`config.mk`:
```
export PLATFORM = sky130hd
export DESIGN_NAME = fb_stream_writer_flat
export DESIGN_NICKNAME = d
export VERILOG_FILES = /design/src/rtl/fb_stream_writer_pkg.sv /design/src/rtl/fb_stream_writer_if.sv /design/src/rtl/fb_stream_writer_addr_map.sv /design/src/rtl/fb_stream_writer.sv /design/src/flat_wrapper.sv
export SDC_FILE = /design/constraint.sdc
export NUM_CORES = 1
export LEC_CHECK = 0
export CAP_MARGIN = 30
export CORE_MARGIN = 4
export CORE_UTILIZATION = 40
export DETAILED_ROUTE_END_ITERATION = 12
export PLACE_DENSITY = 0.66
export SYNTH_ARGS = -nofsm -noshare
export SYNTH_HDL_FRONTEND = slang
export SYNTH_SLANG_ARGS = --single-unit
```
`constraint.sdc`:
```
create_clock -name clk -period 2.2 [get_ports clk]
set_clock_uncertainty 0.05 [all_clocks]
set_input_delay 0.22 -clock clk [delete_from_list [all_inputs] [get_ports clk]]
set_output_delay 0.22 -clock clk [all_outputs]
set_load 0.02 [all_outputs]
```
`src/rtl/fb_stream_writer_pkg.sv`:
```
// Framebuffer geometry constants and the shared address/counter types.
// Imported by the stream writer, its address map and any port-B readers.
package fb_stream_writer_pkg;

   localparam int PIXEL_WIDTH      = 64;
   localparam int PIXEL_HEIGHT     = 32;
   localparam int PIXEL_HALFHEIGHT = 16;
   localparam int BYTES_PER_PIXEL  = 2;

   localparam int AW     = $clog2(PIXEL_HEIGHT * PIXEL_WIDTH * BYTES_PER_PIXEL);
   localparam int ROW_W  = $clog2(PIXEL_HEIGHT);
   localparam int COL_W  = $clog2(PIXEL_WIDTH);
   localparam int BIDX_W = (BYTES_PER_PIXEL > 1) ? $clog2(BYTES_PER_PIXEL) : 1;

   typedef logic [AW-1:0]     fb_addr_t;
   typedef logic [ROW_W-1:0]  row_t;
   typedef logic [ROW_W:0]    rows_t;
   typedef logic [COL_W-1:0]  col_t;
   typedef logic [BIDX_W-1:0] bidx_t;

   typedef enum logic {
      ST_IDLE  = 1'b0,
      ST_WRITE = 1'b1
   } state_t;

endpackage

```
`src/rtl/fb_stream_writer_if.sv`:
```
// Command, byte-stream, RAM port A and status signals of the stream writer.
// master = upstream/bench side, slave = the writer itself.
interface fb_stream_writer_if;
   import fb_stream_writer_pkg::*;

   logic       cmd_valid;
   row_t       cmd_row;
   rows_t      cmd_rows;
   logic [7:0] in_data;
   logic       in_valid;
   logic       in_ready;
   fb_addr_t   ram_a_address;
   logic [7:0] ram_a_data_in;
   logic       ram_a_clk_enable;
   logic       ram_a_wr;
   logic       busy;
   logic       done;
   logic       err_cmd;

   modport master (
      output cmd_valid, cmd_row, cmd_rows, in_data, in_valid,
      input  in_ready, ram_a_address, ram_a_data_in, ram_a_clk_enable, ram_a_wr,
      input  busy, done, err_cmd
   );

   modport slave (
      input  cmd_valid, cmd_row, cmd_rows, in_data, in_valid,
      output in_ready, ram_a_address, ram_a_data_in, ram_a_clk_enable, ram_a_wr,
      output busy, done, err_cmd
   );

endinterface

```
`src/rtl/fb_stream_writer_addr_map.sv`:
```
// Raster (row,col,byte) -> interleaved framebuffer byte address; purely combinational.
// Rows of the lower panel half sit next to the same-position rows of the upper half.
module fb_stream_writer_addr_map
   import fb_stream_writer_pkg::*;
(
   input  row_t     i_row,
   input  col_t     i_col,
   input  bidx_t    i_byte,
   output fb_addr_t o_addr
);

   int w_row;
   int w_col;
   int w_byte;

   assign w_row  = int'(i_row);
   assign w_col  = int'(i_col);
   assign w_byte = int'(i_byte);

   assign o_addr = fb_addr_t'(((w_row % PIXEL_HALFHEIGHT) * PIXEL_WIDTH + w_col) * 2 * BYTES_PER_PIXEL
                              + (w_row / PIXEL_HALFHEIGHT) * BYTES_PER_PIXEL + w_byte);

endmodule

```
`src/rtl/fb_stream_writer.sv`:
```
// Byte-stream to framebuffer port-A writer: accepted byte appears on ram_a_* one cycle later.
// in_ready only in WRITE, so upstream stalls (never drops) while idle; one byte per clock otherwise.
module fb_stream_writer
   import fb_stream_writer_pkg::*;
(
   input logic               clk,
   input logic               reset,
   fb_stream_writer_if.slave bus
);

   localparam bidx_t BIDX_LAST = bidx_t'(BYTES_PER_PIXEL - 1);
   localparam col_t  COL_LAST  = col_t'(PIXEL_WIDTH - 1);
   localparam row_t  ROW_LAST  = row_t'(PIXEL_HEIGHT - 1);
   localparam rows_t ROWS_ONE  = rows_t'(1);

   state_t     r_state;
   state_t     w_state_nxt;
   row_t       r_row;
   col_t       r_col;
   bidx_t      r_byte;
   rows_t      r_rows_left;
   fb_addr_t   w_addr;
   fb_addr_t   r_addr;
   logic [7:0] r_data;
   logic       r_wr;
   logic       r_done_pend;
   logic       r_done;
   logic       r_err;

   logic       w_acc;
   logic       w_last;
   logic       w_row_ok;
   logic       w_load;
   logic       w_zero;
   logic       w_err_set;

   fb_stream_writer_addr_map u_addr_map (
      .i_row  (r_row),
      .i_col  (r_col),
      .i_byte (r_byte),
      .o_addr (w_addr)
   );

   always_ff @(posedge clk or negedge reset) begin
      if (!reset) begin
         r_state <= ST_IDLE;
      end else begin
         r_state <= w_state_nxt;
      end
   end

   always_comb begin
      w_state_nxt = r_state;
      w_load      = 1'b0;
      w_zero      = 1'b0;
      w_err_set   = 1'b0;
      w_acc       = (r_state == ST_WRITE) && bus.in_valid;
      w_last      = w_acc && (r_byte == BIDX_LAST) && (r_col == COL_LAST) && (r_rows_left == ROWS_ONE);
      w_row_ok    = int'(bus.cmd_row) < PIXEL_HEIGHT;

      case (r_state)
         ST_IDLE:  w_state_nxt = ST_IDLE;
         ST_WRITE: if (w_last) w_state_nxt = ST_IDLE;
         default:  w_state_nxt = ST_IDLE;
      endcase

      // A command always wins, also over the last byte of a running one (abort, no done).
      if (bus.cmd_valid) begin
         if (!w_row_ok) begin
            w_err_set   = 1'b1;
            w_state_nxt = ST_IDLE;
         end else if (bus.cmd_rows == '0) begin
            w_zero      = 1'b1;
            w_state_nxt = ST_IDLE;
         end else begin
            w_load      = 1'b1;
            w_state_nxt = ST_WRITE;
         end
      end
   end

   always_ff @(posedge clk or negedge reset) begin
      if (!reset) begin
         r_row       <= '0;
         r_col       <= '0;
         r_byte      <= '0;
         r_rows_left <= '0;
      end else if (w_load) begin
         r_row       <= bus.cmd_row;
         r_col       <= '0;
         r_byte      <= '0;
         r_rows_left <= bus.cmd_rows;
      end else if (w_acc) begin
         if (r_byte == BIDX_LAST) begin
            r_byte <= '0;
            if (r_col == COL_LAST) begin
               r_col       <= '0;
               r_row       <= (r_row == ROW_LAST) ? '0 : r_row + row_t'(1);
               r_rows_left <= r_rows_left - rows_t'(1);
            end else begin
               r_col <= r_col + col_t'(1);
            end
         end else begin
            r_byte <= r_byte + bidx_t'(1);
         end
      end
   end

   always_ff @(posedge clk or negedge reset) begin
      if (!reset) begin
         r_addr      <= '0;
         r_data      <= '0;
         r_wr        <= 1'b0;
         r_done_pend <= 1'b0;
         r_done      <= 1'b0;
         r_err       <= 1'b0;
      end else begin
         r_wr <= w_acc;
         if (w_acc) begin
            r_addr <= w_addr;
            r_data <= bus.in_data;
         end
         // done trails the final write by one cycle; an empty command pulses it directly.
         r_done_pend <= w_last && !bus.cmd_valid;
         r_done      <= r_done_pend | w_zero;
         if (w_err_set) r_err <= 1'b1;
      end
   end

   assign bus.in_ready         = (r_state == ST_WRITE);
   assign bus.busy             = (r_state == ST_WRITE);
   assign bus.ram_a_address    = r_addr;
   assign bus.ram_a_data_in    = r_data;
   assign bus.ram_a_clk_enable = r_wr;
   assign bus.ram_a_wr         = r_wr;
   assign bus.done             = r_done;
   assign bus.err_cmd          = r_err;

endmodule
```
`src/flat_wrapper.sv`:
```
// flat-port wrapper written by rule: the top's interface ports become plain ports
module fb_stream_writer_flat import fb_stream_writer_pkg::*;
  (clk, reset, bus_cmd_valid, bus_cmd_row, bus_cmd_rows, bus_in_data, bus_in_valid, bus_in_ready, bus_ram_a_address, bus_ram_a_data_in, bus_ram_a_clk_enable, bus_ram_a_wr, bus_busy, bus_done, bus_err_cmd);
  fb_stream_writer_if bus_i ();
  input logic clk;
  input logic reset;
  input wire logic [$bits(bus_i.cmd_valid)-1:0] bus_cmd_valid;
  input wire logic [$bits(bus_i.cmd_row)-1:0] bus_cmd_row;
  input wire logic [$bits(bus_i.cmd_rows)-1:0] bus_cmd_rows;
  input wire logic [$bits(bus_i.in_data)-1:0] bus_in_data;
  input wire logic [$bits(bus_i.in_valid)-1:0] bus_in_valid;
  output wire logic [$bits(bus_i.in_ready)-1:0] bus_in_ready;
  output wire logic [$bits(bus_i.ram_a_address)-1:0] bus_ram_a_address;
  output wire logic [$bits(bus_i.ram_a_data_in)-1:0] bus_ram_a_data_in;
  output wire logic [$bits(bus_i.ram_a_clk_enable)-1:0] bus_ram_a_clk_enable;
  output wire logic [$bits(bus_i.ram_a_wr)-1:0] bus_ram_a_wr;
  output wire logic [$bits(bus_i.busy)-1:0] bus_busy;
  output wire logic [$bits(bus_i.done)-1:0] bus_done;
  output wire logic [$bits(bus_i.err_cmd)-1:0] bus_err_cmd;
  assign bus_i.cmd_valid = bus_cmd_valid;
  assign bus_i.cmd_row = bus_cmd_row;
  assign bus_i.cmd_rows = bus_cmd_rows;
  assign bus_i.in_data = bus_in_data;
  assign bus_i.in_valid = bus_in_valid;
  assign bus_in_ready = bus_i.in_ready;
  assign bus_ram_a_address = bus_i.ram_a_address;
  assign bus_ram_a_data_in = bus_i.ram_a_data_in;
  assign bus_ram_a_clk_enable = bus_i.ram_a_clk_enable;
  assign bus_ram_a_wr = bus_i.ram_a_wr;
  assign bus_busy = bus_i.busy;
  assign bus_done = bus_i.done;
  assign bus_err_cmd = bus_i.err_cmd;
  fb_stream_writer u_core (.clk(clk), .reset(reset), .bus(bus_i));
endmodule
```
## After elaboration in Yosys (flattened, before gate mapping)

Cells that the tools add are included.

- Bits in registers: 42
- Output and inout port bits: 26
- Word-level logic and storage cells: 57

- Add/sub/neg operators: 7
- Eq/ne operators: 3
- Muxes and demuxes: 23
- Bitwise logic cells: 2
- Reductions and logical operators: 12

Operators with widths:

| cell | count |
|---|---|
| $mux 6 | 8 |
| $mux 5 | 5 |
| $add 12x1->12 | 1 |
| $add 12x2->12 | 1 |
| $add 10x6->10 | 1 |
| $mux 1 | 9 |
| $add 6x1->6 const B | 1 |
| $eq 6x1->1 const B | 1 |
| $eq 6x6->1 const B | 1 |
| $logic_not 6->1 | 1 |
| $reduce_bool 2->1 | 3 |
| $sub 6x1->6 const B | 1 |
| $add 5x1->5 const B | 1 |
| $eq 5x5->1 const B | 1 |
| $logic_and 1x1->1 | 5 |
| $reduce_and 3->1 | 1 |
| $pmux 1 s2 | 1 |
| $reduce_and 2->1 | 1 |
| $add 1x1->1 const B | 1 |
| $logic_not 1->1 | 1 |
| $not 1->1 | 1 |
| $or 1x1->1 | 1 |

## Longest topological paths before layout

Gate-level depths: netlist of the first run.

- Depth in word-level cells: 7
- Mapped depth: 6

## Hierarchy

Synthesis of the first run repeated with hierarchy kept, for this count alone.

- Cells, all modules: 203
- Area, all modules: 2,274.7 µm²

By module, submodules not included:

| module | times used | cells an instance | area an instance (µm²) | seq. area each (µm²) |
|---|---|---|---|---|
| fb_stream_writer | 1 | 191 | 2,184.6 | 1,051.0 |
| fb_stream_writer_addr_map | 1 | 12 | 90.1 | 0.0 |

## Least setup slack after synthesis of the first run

No wires, ideal clock.

- Path type: flip-flop to flip-flop
- From: reg u_core.r_rows_left[0]
- To: reg u_core.r_rows_left[4]
- Library setup time: 0.094 ns
- Data arrival time: 1.543 ns
- Required time: 2.056 ns
- Slack: 0.513 ns
- Stages on the path, launching flop included: 6
- Path buffers: 0
- Clock period less this slack: 1.687 ns
- Cell sequence: dfrtp_1 -> inv_1 -> ha_1 -> or3b_2 -> o41a_1 -> a211oi_1

- Word-level cells in the longest chain between the ends: 5

RTL lines:

| item | line | text |
|---|---|---|
| start: declaration | fb_stream_writer.sv:21 | `rows_t r_rows_left;` |
| start signal: assignment | fb_stream_writer.sv:92 | `r_rows_left <= bus.cmd_rows;` |
| start signal: assignment | fb_stream_writer.sv:99 | `r_rows_left <= r_rows_left - rows_t'(1);` |
| $sub 6x1->6 | fb_stream_writer.sv:99 |  |
| $mux 6 | fb_stream_writer.sv:96 | `if (r_col == COL_LAST) begin` |
| $mux 6 | fb_stream_writer.sv:94 | `if (r_byte == BIDX_LAST) begin` |
| $mux 6 | fb_stream_writer.sv:93 | `end else if (w_acc) begin` |
| $mux 6 | fb_stream_writer.sv:88 | `end else if (w_load) begin` |

No other way between the ends. The select of a mux whose other input is x is not followed.
A chain may end at the register's enable or synchronous reset.

## Final worst setup path of the first run

- From: reg u_core.r_col[0]
- To: reg u_core.r_rows_left[3]

- Word-level cells in the longest chain between the ends: 3

RTL lines:

| item | line | text |
|---|---|---|
| start: declaration | fb_stream_writer.sv:19 | `col_t r_col;` |
| start signal: assignment | fb_stream_writer.sv:101 | `r_col <= r_col + col_t'(1);` |
| $eq 6x6->1 | fb_stream_writer.sv:96 |  |
| $reduce_bool 2->1 (no line) | -- |  |
| $reduce_and 3->1 (no line) | -- |  |

No other way between the ends.

==> tab_implementation.tex, run 1 <==
\begin{tabular}{lr}
\hline
Metric & Value \\
\hline
\multicolumn{2}{l}{\textbf{Floorplan}} \\
\quad Row Count & 26 \\
\quad Core area & 0.005140 mm² \\
\quad Initial Utilization & 0.4148 \\
\quad Die Outline Area & 0.006562 mm² \\
\quad I/O pin count & between 40 and 50 \\
\quad Die Height & 81.01 µm \\
\quad Horizontal die dimension & 81.01 µm \\
\multicolumn{2}{l}{\textbf{Timing}} \\
\quad Final Slew Violations & 0 \\
\quad Summed negative setup slack over all endpoints & 0 ns \\
\quad Max Fclk & $\sim$530 MHz \\
\quad Shortest period the worst path allows & 1.895 ns \\
\quad Worst slew margin relative to its limit & 0.6553 \\
\quad Worst hold-check slack & about 0.33 ns \\
\quad RSZ-0062 raised after global routing & no \\
\quad Worst slew pin tran & 0.5158 ns \\
\quad Number of endpoints failing setup at the final stage & 0 \\
\quad Total count of hold-check failures in the final report & 0 \\
\quad Final period util & 0.8616 \\
\multicolumn{2}{l}{\textbf{Clock network}} \\
\quad Root buffer selected by CTS & clkbuf\_8 \\
\quad CTS tree & built \\
\quad Cts-stage hold buffer count & 1 \\
\quad Total clock sinks & 42 \\
\quad Number of buffers created by CTS & 5 \\
\quad Clock Tree Buf Depth & 2 \\
\quad Post-CTS resize count & 0 \\
\quad Count of H-tree levels built during CTS & 2 \\
\quad Clock edge transition at the registers on the reported setup and hold paths & 0.08 ns \\
\quad Setup Buffers After CTS & 0 \\
\quad Latest clock arrival within the worst-skew pair & 0.29 ns \\
\multicolumn{2}{l}{\textbf{Worst setup path}} \\
\quad Top fanout value on the critical path & 14 \\
\quad Worst Path Required & 2.31 ns \\
\quad Type of element launching the critical path & flip-flop \\
\quad Slowest cell on the critical path & o41ai\_1 \\
\quad Category of the critical setup timing path & reg2reg \\
\quad Crit path largest cell delay & approximately 0.5 ns \\
\quad CP Data Arrival Time & around 2.0 ns \\
\quad Critical path cell sequence & ha\_1 > nand2\_1 > o41ai\_1 > a31oi\_1 \\
\quad Critical path's top delay family & compound AO/OA/AOI/OAI gates \\
\quad Worst Path Buf+Inv & 0 \\
\quad Capturing element type of the critical path & flip-flop \\
\multicolumn{2}{l}{\textbf{Worst hold path}} \\
\quad Path class of the lowest-slack min-delay path & in2async \\
\multicolumn{2}{l}{\textbf{Layout}} \\
\quad Leading cell type in the layout, fill and taps excluded & clkdlybuf4s50\_1 \\
\quad Net total in the final layout & 271 \\
\quad Synthesis-to-finish area growth & 30.99\% \\
\quad Ratio of cells with drive above 1 in the final layout & 0.1844 \\
\quad Post-layout instance count excluding filler cells & approximately 310 \\
\quad Most frequent cells in the layout & 46 x clkdlybuf4s50\_1, 42 x dfrtp\_1, 19 x mux2\_2, 12 x a211oi\_1 \\
\quad Fillcell total & 500 \\
\quad \# diodes & 0 \\
\multicolumn{2}{l}{\textbf{Placed design}} \\
\quad Detail Placement HPWL & about 3700 µm \\
\quad Number of I/O port buffers & 47 \\
\quad Total instance count after detailed placement & between 300 and 400 \\
\quad Gp weighted congestion & 0.8777 \\
\multicolumn{2}{l}{\textbf{Synth}} \\
\quad Sequential area share after synthesis & 0.4930 \\
\quad Post-synthesis async set-or-reset flop share & 1.000 \\
\quad Number of enable-type register cells in the synthesized netlist & 0 \\
\quad Cell count after synthesis & 190 \\
\quad Number of different library cells in the post-synthesis netlist & 39 \\
\quad Post-synthesis sequential element count & 42 \\
\quad Yosys warning total & 0 \\
\quad Primary FF master, synth & dfrtp\_1 \\
\quad Synth area leader & dfrtp\_1 \\
\quad Average cell area after synthesis & 11.22 µm² \\
\quad Syn\_nets & roughly 220 \\
\quad Leading post-synthesis cells by cell area & dfrtp\_1 49\%, mux2\_2 10\%, a211oi\_1 4.2\%, a31oi\_1 3.2\%, ha\_1 2.9\% \\
\quad Post-Synthesis Cell Area & 0.002132 mm² \\
\quad Yosys top cell area share & 0.4930 \\
\multicolumn{2}{l}{\textbf{Global routing}} \\
\quad Total global routing overflow & 0 \\
\quad Wire length of the first global-routing pass & slightly below 9000 µm \\
\quad Overall track demand over capacity in global routing & 0.1689 \\
\quad Largest net degree at the start of global routing & 26 \\
\quad Initial antenna violation count & 0 \\
\quad Vias in the first global route & 1,777 \\
\multicolumn{2}{l}{\textbf{Routing}} \\
\quad First-pass DRT Iterations & 4 \\
\quad Final ANT Viol Nets & 0 \\
\quad Routed via count & 1,764 \\
\quad Routed wire length & 5062 µm \\
\quad First DRT Iteration DRCs & 77 \\
\quad Post-detailed-route DRC marker count & 0 \\
\quad Detail-routed net length per standard cell & 16.12 µm \\
\quad Via density & $\sim$5.6 \\
\multicolumn{2}{l}{\textbf{Outcome}} \\
\quad Run status & completed \\
\multicolumn{2}{l}{\textbf{Pwr}} \\
\quad Pleak & 0.001124 µW \\
\quad Maximum ir drop on the vdd rail & between 400 and 500 µV \\
\quad Total power divided by cell area & 660.0 mW/mm² \\
\multicolumn{2}{l}{\textbf{Run}} \\
\quad Max-cap violations & 0 \\
\hline
\end{tabular}
-- through the flow --
stage	setup slack (ns)	area, µm²	power, µW	utilization
2_1_floorplan	0.5132	2132	1129	-
3_3_place_gp	0.3609	2688	1338	0.5229
3_5_place_dp	0.3022	2688	1347	0.5229
4_1_cts	0.3096	2793	1864	0.5433
5_1_grt	0.1627	2793	1947	0.5433
6_report	0.3046	2793	1843	0.5433
-- synthesized netlist by cell type, types with 4 or more instances --
library cell,count
clkbuf_1,6
o41ai_1,4
mux2_2,19
and3_1,4
a21oi_1,8
inv_1,5
nor2_1,7
o31ai_1,6
nand2_1,10
nand3_1,7
ha_1,5
a211oi_1,12
nand4b_1,4
dfrtp_1,42
a31oi_1,11
-- where the power goes --
part	switching, µW	internal (µW)	total, µW
clock network	263	252	516
registers	62.3	846	909
logic	198	220	419
-- worst paths after layout --
path,start,endpoint,slack [ns],cells past startpoint
setup / recovery,u_core.r_col[0],u_core.r_rows_left[3],0.30,4
hold / removal,reset,u_core.bus.ram_a_data_in[5],0.33,2
setup reg to reg,u_core.r_col[0],u_core.r_rows_left[3],0.30,4
hold reg to reg,u_core.r_done_pend,u_core.bus.done,0.40,1
max in group asynchronous,reset,u_core.r_rows_left[2],1.11,3
min in group clk,u_core.r_done_pend,u_core.bus.done,0.40,1
-- kinds of logic (layout without fill, tap and decap cells) --
kind of cell,Yosys count,after routing,synth area share
buf+inv,18,72,0.04636
compound gates,52,52,0.1737
other cells,1,1,0.001759
simple gates,51,51,0.1473
flops,42,42,0.4930
mux,19,19,0.1004
xor+xnor,2,2,0.008217
fa+ha+maj,5,5,0.02934
-- routing by layer --
metal	up-vias	share of wire	GRT usage
li1	838	-	-
met1	874	0.46	0.2246
met2	43	0.48	0.2742
met3	9	0.035	0.03104
met4	0	0.018	0.06250
met5	-	0	0
-- cell type report --
cell class	instances	area, µm²	area share
inverters	5	18.77	0.006720
repair buffers	59	558.0	0.1998
well taps	70	87.58	0.03136
clock buffers	6	82.58	0.02957
flip-flops and latches	42	1051	0.3763
multi-input cells	130	982.2	0.3517
clock inverters	2	12.51	0.004480
-- state kept, by name (all words and copies together), names as in the netlist --
name and cells:
u_core.r_byte 1, u_core.r_col 6, u_core.bus.ram_a_address 12, u_core.bus.ram_a_clk_enable 1
u_core.r_row 5, u_core.bus.ram_a_data_in 8, u_core.bus.busy 1, u_core.bus.done 1
u_core.r_done_pend 1, u_core.r_rows_left 6
Note: power is estimated with default switching activity, not from simulation.
==> inputs of run 2 (changes only) <==
- HOLD_SLACK_MARGIN: unset -> 0.02
==> results of run 2 <==
Same layout as run 1: the final DEF is identical, and so are final timing and power.
==> inputs of run 3 (changes only) <==
- DONT_BUFFER_PORTS: unset -> 1
- PLACE_DENSITY: 0.66 -> unset
==> tab_implementation.tex, run 3 (synthesis results as in run 1) <==
\begin{tabular}{lr}
\hline
Metric & Value \\
\hline
\multicolumn{2}{l}{\textbf{Worst setup path}} \\
\quad Beginning of the critical path & u\_core.r\_col[0] \\
\quad Critical path's top delay family & compound AO/OA/AOI/OAI gates \\
\quad Top fanout value on the critical path & 14 \\
\quad Capturing element type of the critical path & flip-flop \\
\quad Category of the critical setup timing path & reg2reg \\
\quad CP Data Arrival Time & 2.07 ns \\
\quad Type of element launching the critical path & flip-flop \\
\quad Slowest cell on the critical path & o41a\_1 \\
\quad Worst Path Required & approximately 2.4 ns \\
\quad Reg2Reg Setup Slack & 0.29 ns \\
\quad Crit path largest cell delay & 0.51 ns \\
\quad Worst Path Buf+Inv & 0 \\
\quad Critical path cell sequence & ha\_1 > nand2\_1 > o41a\_1 > a211oi\_1 \\
\quad R2R Path Start & u\_core.r\_col[0] \\
\multicolumn{2}{l}{\textbf{Floorplan}} \\
\quad Initial Utilization & 0.4148 \\
\quad Row Count & 26 \\
\quad Die Height & 81.01 µm \\
\quad Core area & roughly 0.005 mm² \\
\quad I/O pin count & 49 \\
\quad Die Outline Area & 0.006562 mm² \\
\quad Horizontal die dimension & around 80 µm \\
\multicolumn{2}{l}{\textbf{Placed design}} \\
\quad Detail Placement HPWL & 3494 µm \\
\quad Number of I/O port buffers & 0 \\
\quad Placed instance area & 0.002200 mm² \\
\quad Gp weighted congestion & 0.8783 \\
\multicolumn{2}{l}{\textbf{Run}} \\
\quad Max-cap violations & 0 \\
\multicolumn{2}{l}{\textbf{Pwr}} \\
\quad Pleak & slightly below 0.001 µW \\
\quad Total power divided by cell area & 744.0 mW/mm² \\
\quad Maximum ir drop on the vdd rail & around 320 µV \\
\multicolumn{2}{l}{\textbf{Outcome}} \\
\quad Run status & completed \\
\multicolumn{2}{l}{\textbf{Layout}} \\
\quad Synthesis-to-finish area growth & 14.91\% \\
\quad \# diodes & 0 \\
\quad Cell area after layout & 0.002450 mm² \\
\quad Ratio of cells with drive above 1 in the final layout & 0.1990 \\
\quad Most frequent cells in the layout & 42 x dfrtp\_1, 19 x mux2\_2, 12 x a211oi\_1, 12 x dlygate4sd3\_1, 11 x a31oi\_1 \\
\quad Flip-flop count of the largest register, all copies and words added & 12 \\
\quad Net total in the final layout & 233 \\
\quad Leading cell type in the layout, fill and taps excluded & dfrtp\_1 \\
\multicolumn{2}{l}{\textbf{Global routing}} \\
\quad Largest net degree at the start of global routing & 43 \\
\quad Total global routing overflow & 0 \\
\quad Wire length of the first global-routing pass & between 8000 and 9000 µm \\
\quad Overall track demand over capacity in global routing & 0.1651 \\
\quad Vias in the first global route & 1,708 \\
\quad Initial antenna violation count & 0 \\
\multicolumn{2}{l}{\textbf{Clock network}} \\
\quad CTS tree & built \\
\quad Setup Buffers After CTS & 0 \\
\quad Total clock sinks & 42 \\
\quad Root buffer selected by CTS & clkbuf\_8 \\
\quad Clock Tree Buf Depth & 2 \\
\quad Number of buffers created by CTS & 5 \\
\quad Post-CTS resize count & 0 \\
\quad Count of H-tree levels built during CTS & 2 \\
\quad Latest clock arrival within the worst-skew pair & roughly 0.30 ns \\
\quad Clock edge transition at the registers on the reported setup and hold paths & $\sim$0.080 ns \\
\quad Cts-stage hold buffer count & 7 \\
\multicolumn{2}{l}{\textbf{Routing}} \\
\quad First DRT Iteration DRCs & between 100 and 150 \\
\quad Routed wire length & 5025 µm \\
\quad Final ANT Viol Nets & 0 \\
\quad Via density & 5.928 \\
\quad Detail-routed net length per standard cell & 18.21 µm \\
\quad Post-detailed-route DRC marker count & 0 \\
\quad Routed via count & 1,636 \\
\quad First-pass DRT Iterations & 4 \\
\multicolumn{2}{l}{\textbf{Worst hold path}} \\
\quad Startpoint of the lowest-slack hold path & bus\_cmd\_rows[0] \\
\quad Path class of the lowest-slack min-delay path & in2reg \\
\multicolumn{2}{l}{\textbf{Timing}} \\
\quad Shortest period the worst path allows & 1.910 ns \\
\quad Max Fclk & 523.5 MHz \\
\quad Final period util & 0.8683 \\
\quad Final Slew Violations & 0 \\
\quad Number of endpoints failing setup at the final stage & 0 \\
\quad RSZ-0062 raised after global routing & no \\
\quad Summed negative setup slack over all endpoints & 0 ns \\
\quad Worst slew pin tran & 0.6976 ns \\
\quad Worst hold-check slack & approximately 0.06 ns \\
\quad Total count of hold-check failures in the final report & 0 \\
\quad Worst slew margin relative to its limit & 0.5349 \\
\hline
\end{tabular}
==> run 3: cell count changes in the layout (fill, tap and decap cells not counted), sizes merged <==
cell           change
bufinv             +1
clkdlybuf4s50     -46
buf                -3
dlygate4sd3       +11
clkinv             -1
==> run 3: metrics by stage <==
stage	cells	total power (µW)	setup WS, ns	util
after global placement	255	1173	0.4404	0.4279
final	276	1823	0.2897	0.4766
after global routing	276	1912	0.1066	0.4766
after detailed placement	255	1184	0.3502	0.4279
after CTS	270	1828	0.3344	0.4649
after floorplan	190	1129	0.5132	-
==> run 3: where the power goes <==
group	total [µW]	internal, µW	switching [µW]	leakage [µW]
Combinational	223	116	107	0.000417
Sequential	981	846	135	0.000519
Clock	619	339	280	0.0000514
==> run 3: worst paths after layout <==
path | end | cells past startpoint
hold reg to reg | u_core.bus.done | 1
setup / recovery | u_core.r_rows_left[5] | 4
hold / removal | u_core.r_rows_left[0] | 2
setup reg to reg | u_core.r_rows_left[5] | 4
min in group asynchronous | u_core.r_rows_left[1] | 2
max in group asynchronous | u_core.bus.ram_a_address[10] | 2
==> run 3: metal layers <==
metal | share of wire | GRT usage | wire [µm] | vias up
li1 | - | - | - | 761
met3 | 0.044 | 0.04324 | 219 | 9
met1 | 0.41 | 0.1944 | 2064 | 830
met2 | 0.53 | 0.2841 | 2656 | 36
met4 | 0.017 | 0.06926 | 85 | 0
met5 | 0 | 0 | 0 | -
==> run 3: cell type report <==
cell class	count	area [µm²]
multi-input cells	130	982.2
inverters	5	18.77
clock buffers	6	72.57
clock inverters	2	37.54
repair buffers	21	200.2
flip-flops and latches	42	1051
well taps	70	87.58
fillers	503	2690
